==> src/rtl/alu4_pkg.sv <==
// alu4_pkg: shared definitions for the 4-bit registered ALU.
//   - arith_op_e : arithmetic opcodes, encoded on {select[1:0], carry_in}
//   - LOGIC_*    : logic-unit codes on the full 3-bit select (select[2]=1)
//   - arith_code : packs select[1:0] and carry_in into an arith_op_e
package alu4_pkg;

  localparam int unsigned WIDTH = 4;

  typedef enum logic [2:0] {
    OP_TRANSFER      = 3'd0,
    OP_INCREMENT     = 3'd1,
    OP_ADD           = 3'd2,
    OP_ADD_INCREMENT = 3'd3,
    OP_ADD_INVERT    = 3'd4,
    OP_SUBTRACT      = 3'd5,
    OP_DECREMENT     = 3'd6,
    OP_ADD_CARRY     = 3'd7
  } arith_op_e;

  localparam logic [2:0] LOGIC_AND = 3'd4;
  localparam logic [2:0] LOGIC_OR  = 3'd5;
  localparam logic [2:0] LOGIC_XOR = 3'd6;
  localparam logic [2:0] LOGIC_NOT = 3'd7;

  function automatic arith_op_e arith_code(input logic [1:0] sel_lo,
                                           input logic carry_in);
    return arith_op_e'({sel_lo, carry_in});
  endfunction

endpackage

==> src/rtl/alu4_if.sv <==
// alu4_if: operand/result bundle of the 4-bit ALU.
//   a, b      : operands (master -> slave)
//   carry_in  : arithmetic sub-op select (master -> slave)
//   select    : [2]=0 arithmetic, [2]=1 logic; [1:0] picks the op
//   out       : registered 4-bit result (slave -> master)
//   carry_out : registered carry/borrow flag (slave -> master)
// Handshake: there is none. The slave samples a/b/carry_in/select on every
// rising clock edge and presents the matching out/carry_out right after that
// same edge; a new operation may be issued every cycle.
interface alu4_if;
  import alu4_pkg::*;

  logic [WIDTH-1:0] a;
  logic [WIDTH-1:0] b;
  logic             carry_in;
  logic [2:0]       select;
  logic [WIDTH-1:0] out;
  logic             carry_out;

  modport master (
    output a, b, carry_in, select,
    input  out, carry_out
  );

  modport slave (
    input  a, b, carry_in, select,
    output out, carry_out
  );

endinterface

==> src/rtl/alu4_arith.sv <==
// alu4_arith: combinational arithmetic unit.
//   Ports: a, b (4-bit operands), sel_lo (select[1:0]), carry_in,
//          r (5-bit result; r[4] becomes carry_out, r[3:0] becomes out).
// Every op is evaluated in 5-bit modular arithmetic. For the subtracting
// ops the zero-extended difference goes negative exactly when a borrow
// occurs, so r[4] is the borrow flag directly (not the adder carry of a+~b).
module alu4_arith
  import alu4_pkg::*;
(
  input  logic [WIDTH-1:0] a,
  input  logic [WIDTH-1:0] b,
  input  logic [1:0]       sel_lo,
  input  logic             carry_in,
  output logic [WIDTH:0]   r
);

  logic [WIDTH:0] a_ext;
  logic [WIDTH:0] b_ext;
  arith_op_e      op;

  assign a_ext = {1'b0, a};
  assign b_ext = {1'b0, b};
  assign op    = arith_code(sel_lo, carry_in);

  // b only enters the ops that use it, so an undriven b cannot leak into
  // TRANSFER / INCREMENT / DECREMENT / ADD_CARRY results.
  always_comb begin
    r = '0;
    unique case (op)
      OP_TRANSFER:      r = a_ext;
      OP_INCREMENT:     r = a_ext + 5'd1;
      OP_ADD:           r = a_ext + b_ext;
      OP_ADD_INCREMENT: r = a_ext + b_ext + 5'd1;
      OP_ADD_INVERT:    r = a_ext - b_ext - 5'd1;  // r[4]=1 iff a<=b
      OP_SUBTRACT:      r = a_ext - b_ext;         // r[4]=1 iff a<b
      OP_DECREMENT:     r = a_ext - 5'd1;          // r[4]=1 iff a==0
      OP_ADD_CARRY:     r = a_ext + 5'd2;          // r[4]=1 iff a>=14
      default:          r = '0;
    endcase
  end

endmodule

==> src/rtl/alu4.sv <==
// alu4: 4-bit registered ALU.
//   Ports: clk       - rising-edge clock
//          rst_n     - asynchronous active-low reset (clears out/carry_out)
//          bus       - alu4_if.slave: a, b, carry_in, select in;
//                      out, carry_out registered out
// select[2]=0 routes the 5-bit result of alu4_arith to {carry_out,out};
// select[2]=1 routes the logic unit (AND/OR/XOR/NOT) with carry_out forced
// to 0 and carry_in ignored.
module alu4
  import alu4_pkg::*;
(
  input  logic   clk,
  input  logic   rst_n,
  alu4_if.slave  bus
);

  logic [WIDTH:0]   arith_r;
  logic [WIDTH-1:0] logic_r;

  logic [WIDTH-1:0] out_d;
  logic [WIDTH-1:0] out_q;
  logic             carry_d;
  logic             carry_q;

  alu4_arith u_arith (
    .a        (bus.a),
    .b        (bus.b),
    .sel_lo   (bus.select[1:0]),
    .carry_in (bus.carry_in),
    .r        (arith_r)
  );

  // Logic unit; NOT uses only a.
  always_comb begin
    logic_r = '0;
    unique case ({1'b1, bus.select[1:0]})
      LOGIC_AND: logic_r = bus.a & bus.b;
      LOGIC_OR:  logic_r = bus.a | bus.b;
      LOGIC_XOR: logic_r = bus.a ^ bus.b;
      LOGIC_NOT: logic_r = ~bus.a;
      default:   logic_r = '0;
    endcase
  end

  always_comb begin
    out_d   = arith_r[WIDTH-1:0];
    carry_d = arith_r[WIDTH];
    if (bus.select[2]) begin
      out_d   = logic_r;
      carry_d = 1'b0;
    end
  end

  always_ff @(posedge clk or negedge rst_n) begin
    if (!rst_n) begin
      out_q   <= '0;
      carry_q <= 1'b0;
    end else begin
      out_q   <= out_d;
      carry_q <= carry_d;
    end
  end

  assign bus.out       = out_q;
  assign bus.carry_out = carry_q;

endmodule

==> src/flat_wrapper.sv <==
// flat-port wrapper written by rule: the top's interface ports become plain ports
module alu4_flat import alu4_pkg::*;
  (clk, rst_n, bus_a, bus_b, bus_carry_in, bus_select, bus_out, bus_carry_out);
  alu4_if bus_i ();
  input  logic clk;
  input  logic rst_n;
  input wire logic [$bits(bus_i.a)-1:0] bus_a;
  input wire logic [$bits(bus_i.b)-1:0] bus_b;
  input wire logic [$bits(bus_i.carry_in)-1:0] bus_carry_in;
  input wire logic [$bits(bus_i.select)-1:0] bus_select;
  output wire logic [$bits(bus_i.out)-1:0] bus_out;
  output wire logic [$bits(bus_i.carry_out)-1:0] bus_carry_out;
  assign bus_i.a = bus_a;
  assign bus_i.b = bus_b;
  assign bus_i.carry_in = bus_carry_in;
  assign bus_i.select = bus_select;
  assign bus_out = bus_i.out;
  assign bus_carry_out = bus_i.carry_out;
  alu4 u_core (.clk(clk), .rst_n(rst_n), .bus(bus_i));
endmodule
==> config.mk <==
export PLATFORM = sky130hd
export DESIGN_NAME = alu4_flat
export DESIGN_NICKNAME = d
export VERILOG_FILES = /design/src/rtl/alu4_pkg.sv /design/src/rtl/alu4_if.sv /design/src/rtl/alu4_arith.sv /design/src/rtl/alu4.sv /design/src/flat_wrapper.sv
export SDC_FILE = /design/constraint.sdc
export NUM_CORES = 1
export LEC_CHECK = 0
export ABC_AREA = 1
export BUFFER_PORTS_ARGS = -buffer_cell sky130_fd_sc_hd__buf_2
export CORE_MARGIN = 8
export CORE_UTILIZATION = 46
export DETAILED_ROUTE_END_ITERATION = 10
export PLACE_DENSITY = 0.71
export SYNTH_ARGS = -nofsm -noshare
export SYNTH_HDL_FRONTEND = slang
export SYNTH_SLANG_ARGS = --single-unit
==> constraint.sdc <==
create_clock -name clk -period 0.8 [get_ports clk]
set_input_delay 0.08 -clock clk [delete_from_list [all_inputs] [get_ports clk]]
set_output_delay 0.08 -clock clk [all_outputs]
set_load 0.01 [all_outputs]
==> impl_metrics.py <==
metrics = {
    "run_status": {
        "status": "complete, but fails checks",
        "violations": "negative setup slack",
    },
    "clocking": {
        "cts_tree": "yes",
        "numCtsBuffers": 3,
        "h-tree-depth": 1,
        "clk_path_buf_depth": 2,
        "clk_pin_slew_ns": 0.05,
        "cts_root_buffer": "clkbuf_4",
        "cts_sinks": 5,
    },
    "synthesis": {
        "synthTopCellsByArea": "ha_1, nand2_1, nand3_1",
        "synth_edf_count": 0,
        "synth.most_common_cell": "nand2_1",
        "postSynthCellCount": 205,
        "yosys_warnings": 0,
        "synth_top_area_frac": 0.173,
        "synth_cell_types": 31,
        "synthesis.nets": 240,
        "ys_dominant_reg_cell": "dfrtp_1",
        "synthTopCellsByCount": "nand2_1, inv_1, nand3_1, ha_1, nor2_1",
        "yosys.area.top_type": "ha_1",
        "async_flop_share": 1.00,
        "avgSynthCellArea_um2": 6.34,
        "ys_seq_area_frac": 0.0962,
        "synth_area_mm2": 0.00130,
        "synth_seq_cells": 5,
    },
    "placed_design": {
        "dpl-instance-area_mm2": 0.00180,
        "dp_hpwl_mm": 3.34,
        "portBuffers": 18,
        "place.gp.congestion": 0.921,
    },
    "timing": {
        "relSlewSlack": 0.802,
        "fin_setup_tns_ns": -2.92,
        "slew_viol_final": 0,
        "min_period_ns": 1.50,
        "grt_setup_unrepaired": "true",
        "worstMarginPinSlew_ns": 0.298,
        "setup_viol": 8,
        "layout_setup_ws_ns": -0.702,
        "timing.fmax_mhz": 666,
        "hold_viol": 0,
        "fin_crit_sh": 1.88,
    },
    "finish": {
        "nets": 304,
        "area_delta_synth_final_pct": 51.9,
        "n_fill_cell": 237,
        "final_cell_area_mm2": 0.00197,
        "diodes": 0,
        "drive_above_1_share": 0.455,
    },
    "setup_path": {
        "critPathCaptureType": "flop",
        "required_ns": 0.93,
        "startpoint_type": "input port",
        "worstSetupStartpoint": "bus_a[0]",
        "crit_type": "in2reg",
        "worstPathMaxFanout": 3,
        "critPathArrivalTime_ns": 1.63,
    },
    "floorplanning": {
        "io-pin-count": 19,
        "die_y_um": 69.2,
        "die_w_um": 69.2,
        "die-area_mm2": 0.00478,
        "core-area_mm2": 0.00271,
        "rows": 19,
        "initial_core_util": 0.480,
    },
    "worst_hold_path": {
        "hp-start": "bus_select[2]",
        "timing.hold.worst.class": "in2reg",
    },
    "global_route": {
        "grt_overflow": 0,
        "grt_pass1_wl_mm": 6.80,
        "grt_max_degree": 9,
        "grt_antenna_before_repair": 0,
        "grt.total_usage": 0.166,
        "first_global_vias": 1578,
    },
    "route": {
        "routed_wl_mm": 4.04,
        "via_per_inst": 5.22,
        "vias": 1562,
        "drc_errors": 0,
        "firstDrtPassIters": 4,
        "wl_per_cell_um": 13.5,
        "drtIter0Drc": 91,
        "ant_nets": 0,
    },
    "pwr": {
        "powerDensity_mw_per_mm2": 964,
        "p_leak_nw": 1.06,
        "irDropWorstVdd_mv": 1.38,
    },
    "job": {
        "drv_cap": 0,
    },
}
## final timing paths
| check | endpoint | slack, ns | cells past startpoint |
|---|---|---|---|
| min in group asynchronous | u_core.bus.out[3] | 0.17 | 2 |
| max in group asynchronous | u_core.bus.out[2] | 0.49 | 2 |
| worst max-delay path | u_core.bus.out[1] | -0.70 | 12 |
| worst min-delay path | u_core.bus.out[0] | 0.12 | 2 |
## kinds of logic after synthesis
group	after synthesis	share of synthesized area
adders and majority gates	21	0.219
DFF	5	0.0962
AOI/OAI and AO/OA	32	0.163
xor gates and xnor gates	1	0.00674
buffers and inverters	48	0.148
and+or+nand+nor	98	0.367
## per-layer routing
metal  vias to the layer above  GRT usage  wire length [um]
li1                        801          -                 -
met1                       699      0.207              1780
met2                        50      0.276              1900
met3                        12     0.0286               227
met4                         0     0.0615               136
met5                         -          0                 0
## cells in the final DEF, fill, tap and decap left out, types with 5 or more instances in the layout
| cell | instances |
|---|---|
| ha_4 | 6 |
| nand3_2 | 5 |
| nand3_1 | 23 |
| dfrtp_1 | 5 |
| nand2_2 | 8 |
| o21ai_0 | 6 |
| buf_2 | 15 |
| ha_1 | 11 |
| nand2_1 | 35 |
| inv_1 | 27 |
| a21oi_1 | 6 |
| buf_4 | 39 |
| inv_2 | 15 |
| nor2_1 | 10 |
## through the flow
step                      std cells  power [mW]  worst slack (ns)   util  hold WS (ns)
final                           299        1.90            -0.702  0.729         0.116
after global routing            299        2.09            -0.799  0.729         0.114
after CTS                       299        1.83            -0.668  0.706         0.103
after detailed placement        292        1.43             -1.17  0.663        -0.102
after global placement          292        1.41             -1.14  0.663        -0.103
after floorplan                 205       0.970            -0.824      -        -0.216
## what timing repair did
| item | CTS | global route |
|---|---|---|
| endpoints found under the setup margin | 10 | 10 |
| hold endpoints to repair | 5 | 0 |
| hold buffers | 1 | 0 |
| gates resized for setup | 17 | 15 |
| pin swaps | 12 | 9 |
| setup buffers | 2 | 0 |
## area by class of cell
| class | instances | area (um2) | area share |
|---|---|---|---|
| timing repair buffer | 61 | 463 | 0.234 |
| clock buffer | 4 | 26.3 | 0.0133 |
| multi-input combinational | 152 | 1130 | 0.572 |
| tap | 31 | 38.8 | 0.0196 |
| inverter | 46 | 193 | 0.0976 |
| sequential | 5 | 125 | 0.0634 |
## worst max-delay path: stages
cell      delay [ns]
buf_12          0.12
inv_16          0.05
ha_4            0.11
inv_2           0.03
fa_1            0.48
inv_2           0.06
ha_4            0.27
o22ai_2         0.06
nor2_2          0.13
o211ai_2        0.10
nand2_1         0.08
o21ai_2         0.05
## state kept, by name (all words and copies together) (netlist names)
register and cells:
u_core.bus.carry_out 1, u_core.bus.out 4
## power breakdown
| part | internal, mW | total [mW] | switching (mW) |
|---|---|---|---|
| sequential | 0.288 | 0.296 | 0.00812 |
| clock | 0.189 | 0.296 | 0.107 |
| combinational | 0.600 | 1.31 | 0.711 |
| total | 1.08 | 1.90 | 0.827 |
Power figures use the tool's default switching activity.
